--- src/rtl/multi_timer_pkg.sv ---
// Shared constants for the multi-channel timer: register offsets, CTRL
// field positions and counting-mode encodings.
package multi_timer_pkg;

    // Register offsets within one channel (ADD_I[2:0])
    localparam logic [2:0] REG_CTRL   = 3'd0;
    localparam logic [2:0] REG_PRESET = 3'd1;
    localparam logic [2:0] REG_COUNT  = 3'd2;
    localparam logic [2:0] REG_STATUS = 3'd3;
    localparam logic [2:0] REG_CMP    = 3'd4;

    // CTRL field bit positions
    localparam int CTRL_EN        = 0;
    localparam int CTRL_MODE_LSB  = 1;
    localparam int CTRL_MODE_MSB  = 2;
    localparam int CTRL_IM        = 3;
    localparam int CTRL_PRESC_LSB = 8;
    localparam int CTRL_PRESC_MSB = 15;

    // Counting modes held in CTRL.MODE
    typedef enum logic [1:0] {
        MODE_ONESHOT = 2'b00,
        MODE_RELOAD  = 2'b01,
        MODE_PWM     = 2'b10,
        MODE_RSVD    = 2'b11
    } mode_e;

    // Assemble the CTRL read value; unlisted bits read 0
    function automatic logic [31:0] pack_ctrl(input logic en, input mode_e mode,
                                              input logic im, input logic [7:0] presc);
        logic [31:0] v;
        v = '0;
        v[CTRL_EN] = en;
        v[CTRL_MODE_MSB:CTRL_MODE_LSB] = mode;
        v[CTRL_IM] = im;
        v[CTRL_PRESC_MSB:CTRL_PRESC_LSB] = presc;
        return v;
    endfunction

endpackage

--- src/rtl/multi_timer_chan.sv ---
// One timer channel: CTRL/PRESET/COUNT/STATUS registers, 8-bit prescaler,
// down-counter, sticky expiry flag and (with MULTI_TIMER_PWM_EN) the
// COMPARE register and registered PWM output.
module multi_timer_chan
    import multi_timer_pkg::*;
#(
    parameter int CNT_W = 32
) (
    input  logic        CLK_I,
    input  logic        RST_I,
    input  logic        wr_en,
    input  logic [2:0]  off,
    input  logic [31:0] wdata,
    output logic [31:0] rdata,
    output logic        irq_req
`ifdef MULTI_TIMER_PWM_EN
    ,
    output logic        pwm
`endif
);

    logic             en;
    mode_e            mode;
    logic             im;
    logic [7:0]       presc;
    logic [7:0]       presc_cnt;
    logic [CNT_W-1:0] preset;
    logic [CNT_W-1:0] count;
    logic             exp_flag;
`ifdef MULTI_TIMER_PWM_EN
    logic [CNT_W-1:0] cmp;
`endif

    logic wr_ctrl, wr_preset, wr_status;
    logic mode_counts, tick, hw_exp, hw_en_clr, en_rise;
    logic unused_wdata;

    assign unused_wdata = ^wdata;

    assign wr_ctrl   = wr_en && (off == REG_CTRL);
    assign wr_preset = wr_en && (off == REG_PRESET);
    assign wr_status = wr_en && (off == REG_STATUS);

    // Which modes advance the counter; reserved modes leave it frozen
    always_comb begin
        mode_counts = 1'b0;
        case (mode)
            MODE_ONESHOT, MODE_RELOAD: mode_counts = 1'b1;
`ifdef MULTI_TIMER_PWM_EN
            MODE_PWM:                  mode_counts = 1'b1;
`endif
            default:                   mode_counts = 1'b0;
        endcase
    end

    // A PRESET write suppresses the tick of that edge
    assign tick      = en && (presc_cnt == presc) && !wr_preset;
    assign hw_exp    = tick && mode_counts && (count == '0);
    assign hw_en_clr = hw_exp && (mode == MODE_ONESHOT);
    assign en_rise   = wr_ctrl && !en && wdata[CTRL_EN];
    assign irq_req   = exp_flag && im;

    // CTRL register; a software write overrides the one-shot EN clear
    always_ff @(posedge CLK_I or posedge RST_I) begin
        if (RST_I) begin
            en    <= 1'b0;
            mode  <= MODE_ONESHOT;
            im    <= 1'b0;
            presc <= '0;
        end else if (wr_ctrl) begin
            en    <= wdata[CTRL_EN];
            mode  <= mode_e'(wdata[CTRL_MODE_MSB:CTRL_MODE_LSB]);
            im    <= wdata[CTRL_IM];
            presc <= wdata[CTRL_PRESC_MSB:CTRL_PRESC_LSB];
        end else if (hw_en_clr) begin
            en <= 1'b0;
        end
    end

    // Prescaler: restarts on PRESET write or enable, wraps on tick
    always_ff @(posedge CLK_I or posedge RST_I) begin
        if (RST_I) begin
            presc_cnt <= '0;
        end else if (wr_preset || en_rise) begin
            presc_cnt <= '0;
        end else if (en) begin
            presc_cnt <= tick ? 8'd0 : presc_cnt + 8'd1;
        end
    end

    // PRESET register and down-counter with reload
    always_ff @(posedge CLK_I or posedge RST_I) begin
        if (RST_I) begin
            preset <= '0;
            count  <= '0;
        end else if (wr_preset) begin
            preset <= wdata[CNT_W-1:0];
            count  <= wdata[CNT_W-1:0];
        end else if (tick && mode_counts) begin
            if (count != '0)
                count <= count - 1'b1;
            else if (mode != MODE_ONESHOT)
                count <= preset;
        end
    end

    // Sticky expiry flag; hardware set beats a same-edge W1C
    always_ff @(posedge CLK_I or posedge RST_I) begin
        if (RST_I)
            exp_flag <= 1'b0;
        else if (hw_exp)
            exp_flag <= 1'b1;
        else if (wr_status && wdata[0])
            exp_flag <= 1'b0;
    end

`ifdef MULTI_TIMER_PWM_EN
    // COMPARE register and registered PWM output
    always_ff @(posedge CLK_I or posedge RST_I) begin
        if (RST_I) begin
            cmp <= '0;
            pwm <= 1'b0;
        end else begin
            if (wr_en && (off == REG_CMP))
                cmp <= wdata[CNT_W-1:0];
            pwm <= en && (count < cmp);
        end
    end
`endif

    // Register read mux, zero-extended to the bus width
    always_comb begin
        rdata = '0;
        case (off)
            REG_CTRL:   rdata = pack_ctrl(en, mode, im, presc);
            REG_PRESET: rdata = 32'(preset);
            REG_COUNT:  rdata = 32'(count);
            REG_STATUS: rdata = {31'd0, exp_flag};
`ifdef MULTI_TIMER_PWM_EN
            REG_CMP:    rdata = 32'(cmp);
`endif
            default:    rdata = '0;
        endcase
    end

endmodule

--- src/rtl/multi_timer.sv ---
// Multi-channel down-counter timer on the bridge bus.
// Optional feature macro: MULTI_TIMER_PWM_EN (PWM mode, COMPARE, PWM_O).
// Bus: a write takes effect on the CLK_I edge where WE_I is high; there is
// no wait state or ready. DAT_O is combinational from ADD_I.
module multi_timer
    import multi_timer_pkg::*;
#(
    parameter  int NCH   = 2,
    parameter  int CNT_W = 32,
    localparam int AW    = $clog2(NCH) + 3
) (
    input  logic          CLK_I,
    input  logic          RST_I,
    input  logic          WE_I,
    input  logic [AW-1:0] ADD_I,
    input  logic [31:0]   DAT_I,
    output logic [31:0]   DAT_O,
    output logic          IRQ
`ifdef MULTI_TIMER_PWM_EN
    ,
    output logic [NCH-1:0] PWM_O
`endif
);

    logic [31:0]    add_ext;
    logic [28:0]    ch_idx;
    logic [2:0]     off;
    logic [31:0]    chan_rdata [NCH];
    logic [NCH-1:0] irq_req;

    assign add_ext = 32'(ADD_I);
    assign ch_idx  = add_ext[31:3];
    assign off     = ADD_I[2:0];

    for (genvar i = 0; i < NCH; i++) begin : g_chan
        multi_timer_chan #(.CNT_W(CNT_W)) u_chan (
            .CLK_I   (CLK_I),
            .RST_I   (RST_I),
            .wr_en   (WE_I && (ch_idx == 29'(i))),
            .off     (off),
            .wdata   (DAT_I),
            .rdata   (chan_rdata[i]),
            .irq_req (irq_req[i])
`ifdef MULTI_TIMER_PWM_EN
            ,
            .pwm     (PWM_O[i])
`endif
        );
    end

    // Channel select for reads; out-of-range channels read 0
    always_comb begin
        DAT_O = '0;
        for (int i = 0; i < NCH; i++) begin
            if (ch_idx == 29'(i))
                DAT_O = chan_rdata[i];
        end
    end

    // Level interrupt: registered OR of unmasked expiry flags
    always_ff @(posedge CLK_I or posedge RST_I) begin
        if (RST_I)
            IRQ <= 1'b0;
        else
            IRQ <= |irq_req;
    end

endmodule

--- config.mk ---
export PLATFORM = sky130hd
export DESIGN_NAME = multi_timer
export DESIGN_NICKNAME = d
export VERILOG_FILES = /design/src/rtl/multi_timer_pkg.sv /design/src/rtl/multi_timer_chan.sv /design/src/rtl/multi_timer.sv
export SDC_FILE = /design/constraint.sdc
export NUM_CORES = 1
export LEC_CHECK = 0
export BUFFER_PORTS_ARGS = -buffer_cell sky130_fd_sc_hd__buf_2
export CORE_MARGIN = 3
export CORE_UTILIZATION = 54
export DETAILED_ROUTE_END_ITERATION = 8
export HOLD_SLACK_MARGIN = 0.08
export PLACE_DENSITY = 0.72
export SLEW_MARGIN = 10
export SYNTH_ARGS = -nofsm -noshare
export SYNTH_HDL_FRONTEND = slang
export SYNTH_HIERARCHICAL = 1
export SYNTH_SLANG_ARGS = --single-unit
--- constraint.sdc ---
create_clock -name CLK_I -period 3.25 [get_ports CLK_I]
set_input_delay 0.65 -clock CLK_I [delete_from_list [all_inputs] [get_ports CLK_I]]
set_output_delay 0.65 -clock CLK_I [all_outputs]
set_load 0.02 [all_outputs]
==> impl_metrics.py <==
metrics = {
    "outcome": {
        "outcome": "finished clean",
    },
    "routing": {
        "postRouteAntennaNets": 0,
        "dr.pass1.iters": 6,
        "drcViolationCount": 0,
        "post_drt_wl_per_cell_um": 22.77,
        "vias": 10459,
        "routed_wl_um": 36680,
        "viasPerCell": 6.492,
        "drt_iter0_markers": 1234,
    },
    "timing": {
        "max_freq_mhz": 324.4,
        "setup_viol": 0,
        "slew_violations": 0,
        "worst_pin_slew_ps": 734.8,
        "fin_crit_sh_pct": 94.84,
        "slew_headroom_pct": 50.96,
        "finalCriticalPeriod_ps": 3082,
        "hold_ws_ps": 479.7,
        "rsz0062_at_grt": "no",
        "finClkSkew_ps": 10.47,
        "setup_tns_ps": 0,
        "finalHoldViolations": 0,
    },
    "clock_network": {
        "cts.sinks": 171,
        "clock_path_buffers": 2,
        "clkTransAtPathRegs_ps": 70,
        "cts_setup_buffers": 0,
        "cts_tree": "built",
        "h-tree-depth": 4,
        "root_buffer": "clkbuf_16",
        "cts_made_buffers": 17,
        "clk_latency_ps": 430,
    },
    "pwr": {
        "power.leakage_nw": 5.679,
        "clockPowerShare_pct": 27.3,
        "peakVddDrop_mv": 0.4083,
        "seq_power_share_pct": 45.8,
        "switchingPower_w": 0.002910,
        "p_sw_share_pct": 38.17,
        "comb_power_share_pct": 26.9,
        "powerDensity_nw_per_um2": 615.3,
        "internal_power_w": 0.004715,
    },
    "floorplan": {
        "die_y_um": 149.5,
        "rows": 51,
        "dieArea_sq_um": 22360,
        "core_area_sq_um": 19850,
        "io_pins": 72,
        "die_x_um": 149.5,
        "start_util_pct": 56.05,
    },
    "yosys": {
        "avgSynthCellArea_sq_um": 8.656,
        "ys_seq_area_share_pct": 38.47,
        "postSynth.asyncResetShare_pct": 100.0,
        "yosys_warnings": 6,
        "ys_seq_elements": 171,
        "syn-num-nets": 1330,
        "synth-edff-count": 0,
        "synth_top_area_share_pct": 38.47,
        "synthCells": 1285,
        "synthTopCellsByArea": "dfrtp_1 (38%), nand2_1 (8.7%), mux2_4 (3.9%)",
        "ys.flop_type": "dfrtp_1",
        "synth_area_sq_um": 11120,
        "synth_top_cell_by_area": "dfrtp_1",
        "synth_cell_types": 83,
    },
    "critical_path": {
        "cp.depth": 8,
        "critPathKind": "input pin to output port",
        "crit_chain": "buf_2 > buf_4 > nor2b_1 > nor2b_1 > buf_4 > a22o_1 > mux2_4 > buf_2",
        "crit_family": "buffers and inverters",
        "crit_buf_inv": 4,
        "required_ps": 2600,
        "worstPathArrival_ps": 2430,
        "r2r_cells": 8,
        "cp_slowest_cell": "buf_4",
        "critPathMaxFanout": 33,
        "crit_path_end_kind": "output port",
        "crit_path_max_incr_delay_ps": 450,
        "cp-start-kind": "input pin",
    },
    "final_layout": {
        "drive_above_1_share_pct": 18.35,
        "fillers": 1701,
        "areaGrowthSynthToFinish_pct": 11.41,
        "layout.nets": 1378,
        "diodes": 0,
        "fin_util_pct": 62.44,
        "instances_no_fill": 1611,
    },
    "worst_hold_path": {
        "hold_depth": 3,
        "hold_class": "input pin to flop",
    },
    "global_routing": {
        "globalRoute.totalOverflow": 0,
        "grt_max_degree": 51,
        "grt.total_usage_pct": 32.83,
        "antenna_found_initial": 1,
        "grt_pass1_vias": 9737,
        "grt_pass1_wl_um": 56640,
    },
    "place": {
        "place_congestion": 0.9614,
        "dp.cells": 1578,
        "port_buffers": 71,
        "dp_hpwl_um": 26360,
    },
    "flow_run": {
        "maxCapViolCount": 0,
    },
}
==> worst min-delay path, cell delays in order <==
cell	delay (ps)
buf_2	120
nand2_1	50
nand2_1	50
==> cell type report <==
cell class	instances	area (sq um)	area share (%)
inverter	24	92.59	0.7472
multi-input combinational	998	6332	51.10
sequential	171	4279	34.53
clock buffer	17	425.4	3.433
tap	265	331.6	2.676
clock inverter	15	160.2	1.292
timing repair buffer	121	770.7	6.220
==> cells in the mapped netlist, types with 4 or more instances <==
master     number
nor4_4          4
dfrtp_1       171
o21a_1          7
mux2_4         29
a311oi_1        4
buf_6           7
a21o_1          8
o31ai_1         8
o2bb2ai_1       4
xor2_1         18
nand3_1        29
or3_1           9
a21oi_1        63
nand4_1        17
nor4_1         23
nor3_1         47
mux2i_1        36
a31oi_1         9
mux2_2         29
o22ai_1         9
a22o_1         47
a22oi_1         7
buf_2          11
nor3b_1         4
o21ai_0        41
inv_1          24
nand3b_1        4
or4_1           6
and3_1          4
nor2_1        102
buf_1           9
o21ai_1        28
a211oi_1       12
xnor2_1        23
nand2b_1        8
o211ai_1       14
nand2_1       259
ha_1            6
clkbuf_1       59
and2_1          9
nor2b_1         9
==> placed cells by master, fill, tap and decap left out, types with 22 or more instances in the layout <==
cell / count
nor2_1: 102
nor3_1: 47
nand3_1: 29
buf_2: 71
nand2_1: 259
mux2i_1: 36
buf_4: 46
mux2_2: 29
o21ai_0: 41
a21oi_1: 63
dfrtp_1: 171
inv_1: 22
nor4_1: 22
xnor2_1: 23
o21ai_1: 28
a22o_1: 47
mux2_4: 29
==> kinds of logic after synthesis <==
| kind of cell | synth area share [%] |
|---|---|
| AND/OR/NAND/NOR | 24.39 |
| AO/OA/AOI/OAI | 17.56 |
| flip-flops | 38.47 |
| buffers and inverters | 4.983 |
| multiplexers | 10.70 |
| XOR/XNOR | 3.228 |
| adder cells (fa/ha/maj) | 0.6749 |
==> what timing repair did <==
item | CTS | global route
endpoints found under the hold margin | 1 | 0
hold buffers | 1 | 0
resized for setup | 0 | 1
setup endpoints to repair | 0 | 9
==> worst paths after layout <==
check | start | endpoint | slack, ps
setup / recovery | ADD_I[1] | DAT_O[6] | 170
hold / removal | DAT_I[25] | g_chan[0].u_chan/preset[25] | 480
setup reg to reg | g_chan[0].u_chan/count[0] | g_chan[0].u_chan/count[30] | 380
hold reg to reg | g_chan[1].u_chan/preset[17] | g_chan[1].u_chan/preset[17] | 510
max in group asynchronous | RST_I | g_chan[1].u_chan/count[30] | 1500
min in group asynchronous | RST_I | IRQ | 620
==> stage by stage <==
step | power (W) | worst slack, ps | cell area [sq um]
floorplan | 0.004747 | 406.5 | 11120
global placement | 0.005452 | 110.0 | 11790
detailed placement | 0.005493 | 129.1 | 11790
CTS | 0.007571 | 113.7 | 12390
global route | 0.007996 | 90.95 | 12390
finish | 0.007625 | 167.8 | 12390
==> sequential cells by signal, indices dropped and copies added (netlist names) <==
register and cells:
g_chan.u_chan/preset 64, g_chan.u_chan/exp_flag 2, g_chan.u_chan/mode 4, IRQ 1
g_chan.u_chan/en 2, g_chan.u_chan/presc 16, g_chan.u_chan/im 2, g_chan.u_chan/count 64
g_chan.u_chan/presc_cnt 16
==> power groups by stage <==
stage	sequential (W)	combinational, W	clock [W]
final	0.00349	0.00205	0.00208
after floorplan	0.00310	0.00165	0
after global placement	0.00349	0.00196	0
after CTS	0.00344	0.00203	0.00210
after detailed placement	0.00347	0.00202	0
after global routing	0.00354	0.00227	0.00219
==> routing by layer <==
| layer | track usage [%] | up-vias | routed length (um) |
|---|---|---|---|
| met3 | 11.08 | 102 | 4289 |
| met4 | 10.53 | 2 | 1231 |
| li1 | - | 4701 | - |
| met2 | 48.60 | 586 | 16130 |
| met5 | 0 | - | 7 |
| met1 | 45.66 | 5068 | 15020 |
No activity file was read; power rests on OpenSTA's default activity.
